===== config.mk =====
export PLATFORM = sky130hd
export DESIGN_NAME = race_sample_feeder_flat
export DESIGN_NICKNAME = d
export VERILOG_FILES = /design/src/rtl/race_sample_feeder_pkg.sv /design/src/rtl/race_sample_feeder_if.sv /design/src/rtl/race_sample_feeder_fifo.sv /design/src/rtl/race_sample_feeder.sv /design/src/flat_wrapper.sv
export SDC_FILE = /design/constraint.sdc
export NUM_CORES = 1
export LEC_CHECK = 0
export ABC_CLOCK_PERIOD_IN_PS = 9200
export CORE_MARGIN = 1.5
export CORE_UTILIZATION = 65
export CTS_BUF_LIST = sky130_fd_sc_hd__clkbuf_2
export CTS_CLUSTER_SIZE = 40
export DETAILED_ROUTE_END_ITERATION = 6
export GPL_TIMING_DRIVEN = 0
export PLACE_DENSITY = 0.87
export SETUP_SLACK_MARGIN = 0.5
export SLEW_MARGIN = 40
export SYNTH_ARGS = -nofsm -noshare
export SYNTH_HDL_FRONTEND = slang
export SYNTH_SLANG_ARGS = --single-unit
export TNS_END_PERCENT = 30

===== constraint.sdc =====
create_clock -name clk -period 9.2 [get_ports clk]
set_input_delay 1.84 -clock clk [delete_from_list [all_inputs] [get_ports clk]]
set_output_delay 1.84 -clock clk [all_outputs]
set_load 0.01 [all_outputs]

===== src/rtl/race_sample_feeder_pkg.sv =====
// race_sample_feeder_pkg: shared defaults and FSM encoding for the sample feeder.
package race_sample_feeder_pkg;
    localparam int W_DEF = 16;
    localparam int UF_W = 16;
    typedef enum logic {ST_FILL = 1'b0, ST_RUN = 1'b1} state_t;
endpackage


===== src/rtl/race_sample_feeder_if.sv =====
// race_sample_feeder_if: valid/ready complex sample stream from the source into the feeder.
interface race_sample_feeder_if #(parameter int W = 16) ();
    logic         valid;
    logic         ready;
    logic [W-1:0] re;
    logic [W-1:0] im;
    modport master (output valid, output re, output im, input ready);
    modport slave (input valid, input re, input im, output ready);
endinterface


===== src/rtl/race_sample_feeder_fifo.sv =====
// race_cplx_fifo: circular buffer of complex samples with occupancy count.
module race_cplx_fifo #(
    parameter int W = 16,
    parameter int DEPTH = 8
) (
    input  logic                       clk,
    input  logic                       nrst,
    input  logic                       push_i,
    input  logic [2*W-1:0]             wdata_i,
    input  logic                       pop_i,
    output logic [2*W-1:0]             rdata_o,
    output logic [$clog2(DEPTH):0]     level_o,
    output logic                       full_o,
    output logic                       empty_o
);
    localparam int AW = $clog2(DEPTH);
    localparam int LW = AW + 1;
    logic [2*W-1:0] mem_q [DEPTH];
    logic [AW-1:0]  wr_q, rd_q;
    logic [LW-1:0]  level_q;
    logic           do_push, do_pop;
    assign full_o  = level_q == LW'(DEPTH);
    assign empty_o = level_q == '0;
    assign do_push = push_i && !full_o;
    assign do_pop  = pop_i && !empty_o;
    assign rdata_o = mem_q[rd_q];
    assign level_o = level_q;
    always_ff @(posedge clk) begin
        if (do_push) mem_q[wr_q] <= wdata_i;
    end
    always_ff @(posedge clk) begin
        if (!nrst) begin
            wr_q    <= '0;
            rd_q    <= '0;
            level_q <= '0;
        end else begin
            wr_q    <= do_push ? wr_q + 1'b1 : wr_q;
            rd_q    <= do_pop ? rd_q + 1'b1 : rd_q;
            level_q <= level_q + LW'(do_push) - LW'(do_pop);
        end
    end
endmodule


===== src/rtl/race_sample_feeder.sv =====
// race_sample_feeder: buffers a bursty sample stream and emits one sample per divided strobe,
// zero-filling and counting underflows when the buffer runs dry.
module race_sample_feeder
    import race_sample_feeder_pkg::*;
#(
    parameter int W = W_DEF,
    parameter int DIV = 20,
    parameter int DEPTH = 8,
    parameter int PREFILL = 4
) (
    input  logic                   clk,
    input  logic                   nrst,
    race_sample_feeder_if.slave    src,
    output logic                   strobe_o,
    output logic [W-1:0]           out_real_o,
    output logic [W-1:0]           out_imag_o,
    output logic                   out_valid_o,
    output logic [$clog2(DEPTH):0] level_o,
    output logic                   underflow_o,
    output logic [UF_W-1:0]        underflow_cnt_o
);
    localparam int CW = $clog2(DIV);
    localparam int LW = $clog2(DEPTH) + 1;
    state_t          state_q, state_d;
    logic [CW-1:0]   cnt_q, cnt_d;
    logic            strobe_q;
    logic [W-1:0]    re_q, re_d, im_q, im_d;
    logic            valid_q, valid_d;
    logic            uf_q, uf_d;
    logic [UF_W-1:0] ufc_q, ufc_d;
    logic            tick, take, full, empty;
    logic [2*W-1:0]  head;
    logic [LW-1:0]   level;
    assign src.ready = nrst && !full;
    race_cplx_fifo #(.W(W), .DEPTH(DEPTH)) u_fifo (
        .clk     (clk),
        .nrst    (nrst),
        .push_i  (src.valid && src.ready),
        .wdata_i ({src.re, src.im}),
        .pop_i   (take),
        .rdata_o (head),
        .level_o (level),
        .full_o  (full),
        .empty_o (empty)
    );
    // The load edge is the edge on which strobe rises, so data and strobe appear together.
    assign tick = cnt_q == CW'(DIV - 1);
    always_comb begin
        cnt_d   = tick ? '0 : cnt_q + 1'b1;
        take    = tick && (state_q == ST_RUN ? !empty : level >= LW'(PREFILL));
        uf_d    = tick && state_q == ST_RUN && empty;
        state_d = tick ? (take ? ST_RUN : ST_FILL) : state_q;
        re_d    = tick ? (take ? head[2*W-1:W] : '0) : re_q;
        im_d    = tick ? (take ? head[W-1:0] : '0) : im_q;
        valid_d = tick ? take : valid_q;
        ufc_d   = (uf_d && ufc_q != '1) ? ufc_q + 1'b1 : ufc_q;
    end
    always_ff @(posedge clk) begin
        if (!nrst) begin
            state_q  <= ST_FILL;
            cnt_q    <= '0;
            strobe_q <= 1'b0;
            re_q     <= '0;
            im_q     <= '0;
            valid_q  <= 1'b0;
            uf_q     <= 1'b0;
            ufc_q    <= '0;
        end else begin
            state_q  <= state_d;
            cnt_q    <= cnt_d;
            strobe_q <= tick;
            re_q     <= re_d;
            im_q     <= im_d;
            valid_q  <= valid_d;
            uf_q     <= uf_d;
            ufc_q    <= ufc_d;
        end
    end
    assign strobe_o        = strobe_q;
    assign out_real_o      = re_q;
    assign out_imag_o      = im_q;
    assign out_valid_o     = valid_q;
    assign level_o         = level;
    assign underflow_o     = uf_q;
    assign underflow_cnt_o = ufc_q;
endmodule


===== src/flat_wrapper.sv =====
// flat-port wrapper written by rule: the top's interface ports become plain ports
module race_sample_feeder_flat import race_sample_feeder_pkg::*;
#(
    parameter int W = W_DEF,
    parameter int DIV = 20,
    parameter int DEPTH = 8,
    parameter int PREFILL = 4
)
  (clk, nrst, strobe_o, out_real_o, out_imag_o, out_valid_o, level_o, underflow_o, underflow_cnt_o, src_valid, src_re, src_im, src_ready);
  race_sample_feeder_if #(.W(W)) src_i ();
  input  logic clk;
  input  logic nrst;
  output logic strobe_o;
  output logic [W-1:0] out_real_o;
  output logic [W-1:0] out_imag_o;
  output logic out_valid_o;
  output logic [$clog2(DEPTH):0] level_o;
  output logic underflow_o;
  output logic [UF_W-1:0] underflow_cnt_o;
  input wire logic [$bits(src_i.valid)-1:0] src_valid;
  input wire logic [$bits(src_i.re)-1:0] src_re;
  input wire logic [$bits(src_i.im)-1:0] src_im;
  output wire logic [$bits(src_i.ready)-1:0] src_ready;
  assign src_i.valid = src_valid;
  assign src_i.re = src_re;
  assign src_i.im = src_im;
  assign src_ready = src_i.ready;
  race_sample_feeder #(.W(W), .DIV(DIV), .DEPTH(DEPTH), .PREFILL(PREFILL)) u_core (.clk(clk), .nrst(nrst), .src(src_i), .strobe_o(strobe_o), .out_real_o(out_real_o), .out_imag_o(out_imag_o), .out_valid_o(out_valid_o), .level_o(level_o), .underflow_o(underflow_o), .underflow_cnt_o(underflow_cnt_o));
endmodule

==> flow_metrics.env, run 1 <==
export IMPL_outcome="completed"
export IMPL_peakVddDrop_uv=133
export IMPL_r2r_slack_ns=6.11
export IMPL_die_area_mm2=0.0197
export IMPL_power_w=0.00276
export IMPL_cts_made_buffers=77
export IMPL_synth_simple_area_share_pct=5.29
export IMPL_track_usage_pct=28.1
export IMPL_syn_nets=717
export IMPL_clock_latency_ns=0.85
export IMPL_clkSlewWorstSetupHoldPaths_ns=0.10
export IMPL_ys_seq_elements=325
export IMPL_maxSlewViolCount=0
export IMPL_cts_sinks=325
export IMPL_routed_wl_um=26700
export IMPL_worstMarginPinSlew_ns=0.846
export IMPL_routabilityCongestion=0.789
export IMPL_min_path_cells=2
export IMPL_muxShareOfSynthArea_pct=14.6
export IMPL_synth_seq_area_share_pct=73.8
export IMPL_firstDrtPassIters=5
export IMPL_worstSetupPathType="in -> out"
export IMPL_via_per_inst=6.04
export IMPL_ios=91
export IMPL_post_synth_xor_area_fraction_pct=0.641
export IMPL_dp_slack_ns=3.86
export IMPL_pwr_density_cell_mw_per_mm2=189
export IMPL_wl_per_cell_um=22.5
export IMPL_area_growth_pct=19.2
export IMPL_die_w_um=141
export IMPL_holdPathEnd="u_core.out_imag_o[5]"
export IMPL_synth_area_per_cell_um2=18.3
export IMPL_fmax_ghz=0.186
export IMPL_slew_headroom_pct=43.6
export IMPL_yosys_area_share_adder_pct=1.18
export IMPL_synth_compound_area_share_pct=3.05
export IMPL_rr_startpoint="u_core.u_fifo.level_o[2]"
export IMPL_clock_root_buffer="clkbuf_2"
export IMPL_cp_end_kind="output pin"
export IMPL_hold_path_class="reg -> reg"
export IMPL_start_kind="primary input"
export IMPL_p_leak_nw=4.94
export IMPL_grt_setup_unrepaired="no"
export IMPL_hp_start="u_core.out_imag_o[5]"
export IMPL_die_y_um=141
export IMPL_finalSetupTns_ns=0
export IMPL_ys_warn_count=0
export IMPL_initial_core_util_pct=65.9
export IMPL_fin_crit_sh_pct=58.5
export IMPL_grt_pass1_vias=7521
export IMPL_tritoncts="yes"
export IMPL_synth_top_area_share_pct=62.5
export IMPL_finalHoldViolCount=0
export IMPL_dp_cells=1047
export IMPL_drive_gt1_share_pct=28.8
export IMPL_synthDistinctLibCells=45
export IMPL_fin_skew_ns=0.0453
export IMPL_syn_inst=671
export IMPL_nNetsFinal=938
export IMPL_grt_overflow=0
export IMPL_synth_top_family_by_area="multiplexers"
export IMPL_worstPathRequired_ns=7.36
export IMPL_ctsResizeCount=0
export IMPL_rr_worst_depth=9
export IMPL_synth_area_leader_cell="edfxtp_1"
export IMPL_final_cells=1189
export IMPL_drtIter0Drc=664
export IMPL_syn_cell_area_mm2=0.0123
export IMPL_via_count=7186
export IMPL_cts_hold_fix_buffers=0
export IMPL_grt_max_degree=13
export IMPL_hold_slack_ns=0.464
export IMPL_setup_ws_ns=3.82
export IMPL_period_needed_ns=5.38
export IMPL_dpl_hpwl_um=17700
export IMPL_cp_max_fo=10
export IMPL_grt_first_pass_wirelength_um=40600
export IMPL_maxCapViolations=0
export IMPL_ys_top_cells_by_area="edfxtp_1, mux4_2, dfxtp_1, mux2i_1, o21ai_0"
export IMPL_cp_arrival_ns=3.54
export IMPL_reg2reg_to="u_core.u_fifo.mem_q[0][17]"
export IMPL_drtAntennaViolNets=0
export IMPL_antenna_found_initial=0
export IMPL_setup_viol=0
export IMPL_cts_htree_levels=3
export IMPL_core_mm2=0.0186
export IMPL_portBuffers=90
export IMPL_drcViolationCount=0
export IMPL_diodes=0
export IMPL_clockBufferDepth=3
export IMPL_row_count=50
export IMPL_post_cts_setup_buffer_count=0
## cell usage in the layout, fill, tap and decap left out, types with 15 or more instances in the layout
master / Yosys / routed
nand2_1: 43 / 43
a21oi_1: 15 / 15
edfxtp_1: 256 / 256
clkbuf_2: 2 / 121
dfxtp_1: 69 / 69
o21ai_0: 37 / 37
clkdlybuf4s50_1: 0 / 90
clkbuf_1: 16 / 16
buf_2: 10 / 45
nor2_1: 18 / 17
mux4_2: 64 / 64
mux2i_1: 35 / 35
## cell families after synthesis
logic type	count (synthesis)
AOI/OAI and AO/OA	67
xor gates and xnor gates	9
adders and majority gates	11
buffers and inverters	41
DFF	325
muxes	99
and+or+nand+nor	119
## flip-flops by register name, indices dropped and copies added (netlist names), named ones only
| name | count |
|---|---|
| u_core.u_fifo.mem_q | 256 |
| u_core.out_imag_o | 16 |
| u_core.out_real_o | 16 |
| u_core.underflow_cnt_o | 16 |
| u_core.cnt_q | 5 |
| u_core.u_fifo.level_o | 4 |
| u_core.u_fifo.rd_q | 3 |
| u_core.u_fifo.wr_q | 3 |
| u_core.out_valid_o | 1 |
| u_core.strobe_o | 1 |
| u_core.underflow_o | 1 |
## report_power, final
group	switching (W)	internal, W
Clock	0.000560	0.000428
Sequential	0.0000134	0.00162
Combinational	0.0000811	0.0000649
Total	0.000654	0.00211
## cell type report
class,count,area [um^2]
sequential,325,9070
fill,995,3990
multi-input combinational,305,3090
timing repair buffer,142,1250
clock buffer,119,596
tap,234,293
clock inverter,23,173
buffer,33,153
inverter,8,30.0
## critical path, cell delays in order
cell	delay (ns)
clkdlybuf4s50_1	0.53
clkbuf_1	0.36
and2_1	0.24
clkdlybuf4s50_1	0.56
## synthesized netlist by cell type (all sizes together)
| cell type | count |
|---|---|
| a21o | 1 |
| a21oi | 15 |
| a22oi | 1 |
| and2 | 5 |
| and3 | 2 |
| and4 | 5 |
| and4bb | 3 |
| buf | 15 |
| clkbuf | 18 |
| dfxtp | 69 |
| edfxtp | 256 |
| fa | 1 |
| ha | 10 |
| inv | 8 |
| mux2i | 35 |
| mux4 | 64 |
| nand2 | 44 |
| nand2b | 3 |
| nand3 | 10 |
| nand4 | 3 |
| nor2 | 18 |
| nor2b | 1 |
| nor3 | 2 |
| nor3b | 4 |
| nor4 | 2 |
| nor4b | 2 |
| o21ai | 37 |
| o311ai | 1 |
| o31ai | 11 |
| o41ai | 1 |
| or3 | 3 |
| or3b | 2 |
| or4 | 10 |
| xnor2 | 7 |
| xor2 | 2 |
## layer usage
| layer | vias up | GRT usage, % | share of wire [%] |
|---|---|---|---|
| li1 | 3172 | - | - |
| met1 | 3592 | 34.5 | 38 |
| met2 | 355 | 48.1 | 52 |
| met3 | 67 | 6.46 | 6.6 |
| met4 | 0 | 13.2 | 3.1 |
| met5 | - | 0 | 0 |
## worst max path at each step
stage,start,end,slack [ns],cells after the start
finish,nrst,src_ready,3.82,4
global route,nrst,src_ready,3.78,4
CTS,nrst,src_ready,3.84,4
detailed placement,nrst,src_ready,3.86,4
global placement,nrst,u_core.u_fifo.mem_q[2][19],-1.14,4
floorplan,nrst,u_core.u_fifo.mem_q[2][0],2.89,3
## metrics by stage
stage	utilization [%]	cell area (um^2)
6_report	78.6	14700
3_3_place_gp	72.3	13500
5_1_grt	78.6	14700
4_1_cts	78.6	14700
3_5_place_dp	74.5	13900
2_1_floorplan	-	12300
No activity file was read; power rests on OpenSTA's default activity.
==> inputs of run 2 (changes only) <==
ABC_CLOCK_PERIOD_IN_PS = 5030   (was 9200)
CORE_UTILIZATION = 60   (was 65)
PLACE_DENSITY = 0.81   (was 0.87)
clock period = 5.03 ns   (was 9.2 ns; I/O delays follow)
==> run 2 against run 1 <==
Against the previous run: largest power group unchanged; cell count grew 3.1%; wire length is 2.8% lower; design area grew 0.20%; sequential share of layout area decreased by 0.13 points; clock-buffer cell count is 14 higher; first-iteration DRC count is 33% lower; global-route usage fell by 2.7 points; sequential cell count did not move; critical path type unchanged; critical endpoint unchanged; combinational power is 82% higher.
==> flow_metrics.env, run 2 (synthesis gave the netlist of run 1 again) <==
export IMPL_cts_made_buffers=79
export IMPL_drtIter0Drc=445
export IMPL_fill_cells=1232
export IMPL_maxSlewViolCount=0
export IMPL_slew_headroom_pct=49.3
export IMPL_setup_viol=0
export IMPL_die_w_um=146
export IMPL_clock_root_buffer="clkbuf_2"
export IMPL_ctsResizeCount=0
export IMPL_cp_arrival_ns=2.68
export IMPL_clkSlewWorstSetupHoldPaths_ns=0.09
export IMPL_intPower_w=0.00381
export IMPL_die_y_um=146
export IMPL_seq_area_mm2=0.00907
export IMPL_firstDrtPassIters=5
export IMPL_multiInputGateArea_mm2=0.00310
export IMPL_grt_setup_unrepaired="no"
export IMPL_grt_overflow=0
export IMPL_finalSetupTns_ns=0
export IMPL_post_cts_setup_buffer_count=0
export IMPL_crit_buf_inv=3
export IMPL_power_switching_w=0.00116
export IMPL_worstSetupPathType="in -> out"
export IMPL_drcViolationCount=0
export IMPL_worstMarginPinSlew_ns=0.760
export IMPL_cp_top_family="buffers and inverters"
export IMPL_largest_reg_flops=256
export IMPL_top_register="u_core.u_fifo.mem_q"
export IMPL_cp_end_kind="output pin"
export IMPL_pwr_density_cell_mw_per_mm2=338
export IMPL_portBuffers=90
export IMPL_cts_htree_levels=3
export IMPL_cts_hold_fix_buffers=0
export IMPL_cp_slowest_stage_delay_ns=0.54
export IMPL_antenna_found_initial=2
export IMPL_dp_slack_ns=1.08
export IMPL_wl_per_cell_um=21.2
export IMPL_cts_sinks=325
export IMPL_p_seq_share_pct=60.0
export IMPL_grt_first_pass_wirelength_um=40800
export IMPL_ios=91
export IMPL_drive_gt1_share_pct=29.4
export IMPL_finalHoldViolCount=0
export IMPL_cp_slowest_cell="clkdlybuf4s50_1"
export IMPL_hold_path_class="reg -> reg"
export IMPL_via_per_inst=5.71
export IMPL_cp_max_fo=10
export IMPL_track_usage_pct=25.4
export IMPL_fin_skew_ns=0.0574
export IMPL_period_needed_ns=3.69
export IMPL_routabilityCongestion=0.769
export IMPL_peakVddDrop_uv=224
export IMPL_layout_commonest_cell="edfxtp_1"
export IMPL_grt_pass1_vias=7554
export IMPL_mostFrequentLayoutCells="edfxtp_1, clkbuf_2, clkdlybuf4s50_1"
export IMPL_outcome="completed"
export IMPL_core_mm2=0.0202
export IMPL_via_count=6996
export IMPL_final_util_pct=72.8
export IMPL_area_growth_pct=19.5
export IMPL_start_kind="primary input"
export IMPL_setup_ws_ns=1.34
export IMPL_grt_max_degree=13
export IMPL_fin_crit_sh_pct=73.3
export IMPL_crit_path_frequent_cell="clkdlybuf4s50_1"
export IMPL_worstPathRequired_ns=4.02
export IMPL_row_count=52
export IMPL_p_leak_nw=4.93
export IMPL_clockBufferDepth=3
export IMPL_drtAntennaViolNets=0
export IMPL_p_clk_share_pct=34.6
export IMPL_share_comb_of_total_power_pct=5.3
export IMPL_tritoncts="yes"
export IMPL_initial_core_util_pct=60.9
export IMPL_clock_latency_ns=0.82
export IMPL_nNetsFinal=938
export IMPL_fmax_ghz=0.271
export IMPL_maxCapViolations=0
export IMPL_dpl_hpwl_um=17400
export IMPL_die_area_mm2=0.0214
export IMPL_p_sw_share_pct=23.3
export IMPL_worstPathCellList="clkdlybuf4s50_1 -> clkbuf_1 -> and2_1 -> clkdlybuf4s50_1"
export IMPL_routed_wl_um=26000
[run 2: stage by stage]
stage	total power, W	cells	hold WS (ns)	cell area, um^2
finish	0.00496	1226	0.458	14700
global route	0.00518	1226	0.479	14700
CTS	0.00500	1224	0.462	14700
detailed placement	0.00330	1080	0.446	13900
global placement	0.00327	1031	0.430	13500
floorplan	0.00316	671	0.418	12300
[run 2: power by group through the flow]
| stage | Clock [W] | Sequential, W | Combinational (W) |
|---|---|---|---|
| 2_1_floorplan | 0 | 0.00304 | 0.000124 |
| 3_3_place_gp | 0 | 0.00304 | 0.000224 |
| 3_5_place_dp | 0 | 0.00304 | 0.000262 |
| 4_1_cts | 0.00176 | 0.00298 | 0.000264 |
| 5_1_grt | 0.00190 | 0.00299 | 0.000288 |
| 6_report | 0.00172 | 0.00298 | 0.000265 |
[run 2: worst paths after layout]
kind,from,to,slack (ns),depth (start not counted)
max,nrst,src_ready,1.34,4
min,u_core.out_imag_o[9],u_core.out_imag_o[9],0.46,2
max reg2reg,u_core.u_fifo.level_o[2],u_core.u_fifo.mem_q[1][18],2.21,8
min reg2reg,u_core.out_imag_o[9],u_core.out_imag_o[9],0.46,2
[run 2: layout make-up]
cell class | count | area share [%]
Buffer | 33 | 1.04
Multi-Input combinational cell | 305 | 21.1
Clock buffer | 133 | 4.53
Tap cell | 270 | 2.30
Sequential cell | 325 | 61.8
Clock inverter | 11 | 0.469
Timing Repair Buffer | 140 | 8.57
Inverter | 8 | 0.205
Antenna cell | 1 | 0.0170
[run 2: tightest hold or removal path: cells and delay by family, from the launching register on]
| family | cells | cell delay (ns) |
|---|---|---|
| and+or+nand+nor | 1 | 0.04 |
| DFF | 1 | 0.33 |
| AOI/OAI and AO/OA | 1 | 0.05 |
[run 2: layer usage]
| layer | vias up | global-route usage [%] | routed length, um |
|---|---|---|---|
| met2 | 270 | 44.9 | 14000 |
| met4 | 0 | 9.80 | 551 |
| met5 | - | 0 | 0 |
| met3 | 50 | 5.94 | 1570 |
| li1 | 3182 | - | - |
| met1 | 3494 | 30.4 | 9850 |
==> inputs of run 3 (changes only) <==
ABC_CLOCK_PERIOD_IN_PS = 3290   (was 5030)
CORE_UTILIZATION = 55   (was 60)
PLACE_DENSITY = 0.79   (was 0.81)
clock period = 3.29 ns   (was 5.03 ns; I/O delays follow)
==> run 3 against run 2 <==
Against the previous run: wire length is essentially flat; largest cell class unchanged; largest power group unchanged; cell count fell by 0.65%; total power is 52% higher; global-route usage shrank 2.2 points.
==> flow_metrics.env, run 3 (synthesis gave the netlist of run 1 again) <==
export IMPL_final_util_pct=67.3
export IMPL_drtAntennaViolNets=0
export IMPL_cts_hold_fix_buffers=0
export IMPL_clkSlewWorstSetupHoldPaths_ns=0.10
export IMPL_antenna_found_initial=2
export IMPL_layout_commonest_cell="edfxtp_1"
export IMPL_via_per_inst=5.73
export IMPL_grt_setup_unrepaired="yes"
export IMPL_finalHoldViolCount=0
export IMPL_dpl_hpwl_um=17500
export IMPL_tritoncts="yes"
export IMPL_finalSetupTns_ns=0
export IMPL_portBuffers=90
export IMPL_die_w_um=152
export IMPL_fin_crit_sh_pct=85.2
export IMPL_r2r_slack_ns=0.53
export IMPL_cts_htree_levels=3
export IMPL_setup_viol=0
export IMPL_cts_sinks=325
export IMPL_final_area_mm2=0.0147
export IMPL_worstPathRequired_ns=3.84
export IMPL_pwr_density_cell_mw_per_mm2=511
export IMPL_place_area_mm2=0.0140
export IMPL_hold_path_class="reg -> reg"
export IMPL_grt_overflow=0
export IMPL_via_count=6974
export IMPL_nNetsFinal=919
export IMPL_wl_per_cell_um=21.4
export IMPL_drcViolationCount=0
export IMPL_p_leak_nw=4.82
export IMPL_fin_skew_ns=0.0522
export IMPL_grt_first_pass_wirelength_um=40600
export IMPL_die_y_um=152
export IMPL_outcome="completed"
export IMPL_cts_made_buffers=76
export IMPL_drive_gt1_share_pct=27.8
export IMPL_fmax_ghz=0.357
export IMPL_initial_core_util_pct=56.1
export IMPL_worstMarginPinSlew_ns=0.798
export IMPL_top_register="u_core.u_fifo.mem_q"
export IMPL_maxSlewViolCount=0
export IMPL_cp_max_fo=10
export IMPL_cp_arrival_ns=3.36
export IMPL_clock_latency_ns=0.87
export IMPL_track_usage_pct=23.3
export IMPL_routabilityCongestion=0.793
export IMPL_maxCapViolations=0
export IMPL_slew_headroom_pct=46.8
export IMPL_routed_wl_um=26000
export IMPL_peakVddDrop_uv=236
export IMPL_start_kind="primary input"
export IMPL_cp_end_kind="flip-flop"
export IMPL_mostFrequentLayoutCells="edfxtp_1, clkbuf_2, clkdlybuf4s50_1"
export IMPL_worstSetupPathType="in -> reg"
export IMPL_firstDrtPassIters=5
export IMPL_clock_root_buffer="clkbuf_2"
export IMPL_fill_cells=1489
export IMPL_ios=91
export IMPL_clockBufferDepth=3
export IMPL_power_w=0.00753
export IMPL_period_needed_ns=2.80
export IMPL_core_mm2=0.0219
export IMPL_die_area_mm2=0.0233
export IMPL_grt_max_degree=14
export IMPL_area_growth_pct=19.8
export IMPL_grt_pass1_vias=7392
export IMPL_largest_reg_flops=256
export IMPL_row_count=54
export IMPL_drtIter0Drc=434
[run 3: cell types whose count changed in the layout (fill, tap and decap cells not counted), moves of 7 or more]
cell / before / now
clkinv_1: 8 / 16
buf_6: 7 / 14
buf_2: 39 / 13
clkbuf_2: 135 / 117
[run 3: layer usage]
| metal | up-vias | GRT usage [%] | share of wire (%) |
|---|---|---|---|
| met3 | 51 | 5.92 | 6.8 |
| met4 | 0 | 9.29 | 2.2 |
| li1 | 3146 | - | - |
| met1 | 3514 | 28.7 | 39 |
| met2 | 263 | 39.7 | 52 |
| met5 | - | 0 | 0 |
[run 3: critical path, stage by stage]
cell and delay [ns]:
clkdlybuf4s50_1 0.54, clkbuf_1 0.43, and2_4 0.25, nand3_1 0.32
nor3_4 0.58, buf_6 0.24, buf_6 0.16, buf_6 0.17
[run 3: layout make-up]
cell class              instances  area [um^2]  share of cell area, %
well taps                     280          350                   2.38
multi-input cells             305         3150                   21.4
clock inverters                27          144                  0.977
diodes                          2         5.00                 0.0340
clock buffers                 114          571                   3.87
repair buffers                124         1250                   8.52
plain buffers                  33          154                   1.04
inverters                       8         30.0                  0.204
flip-flops and latches        325         9070                   61.6
[run 3: through the flow]
stage	std cells	setup slack [ns]	hold slack, ns
floorplan	671	0.160	0.418
global placement	1041	-1.95	0.430
detailed placement	1074	-0.339	0.444
CTS	1216	0.501	0.409
global route	1218	0.397	0.423
finish	1218	0.486	0.461
[run 3: path summary, 6_finish.rpt]
path / startpoint / to / depth (start not counted)
setup / recovery: nrst / u_core.u_fifo.mem_q[4][7] / 8
hold / removal: u_core.out_imag_o[0] / u_core.out_imag_o[0] / 2
setup reg to reg: u_core.u_fifo.level_o[2] / u_core.u_fifo.mem_q[4][7] / 9
hold reg to reg: u_core.out_imag_o[0] / u_core.out_imag_o[0] / 2
[run 3: power by group]
part           switching (W)  internal [W]
clock network        0.00154       0.00101
logic               0.000222      0.000191
registers          0.0000400       0.00452
total                0.00181       0.00572
[run 3: timing repair]
action	CTS	global route
resized for setup	8	1
pin swaps	0	0
cloned	0	0
setup buffers	1	0
setup endpoints to repair	10	17
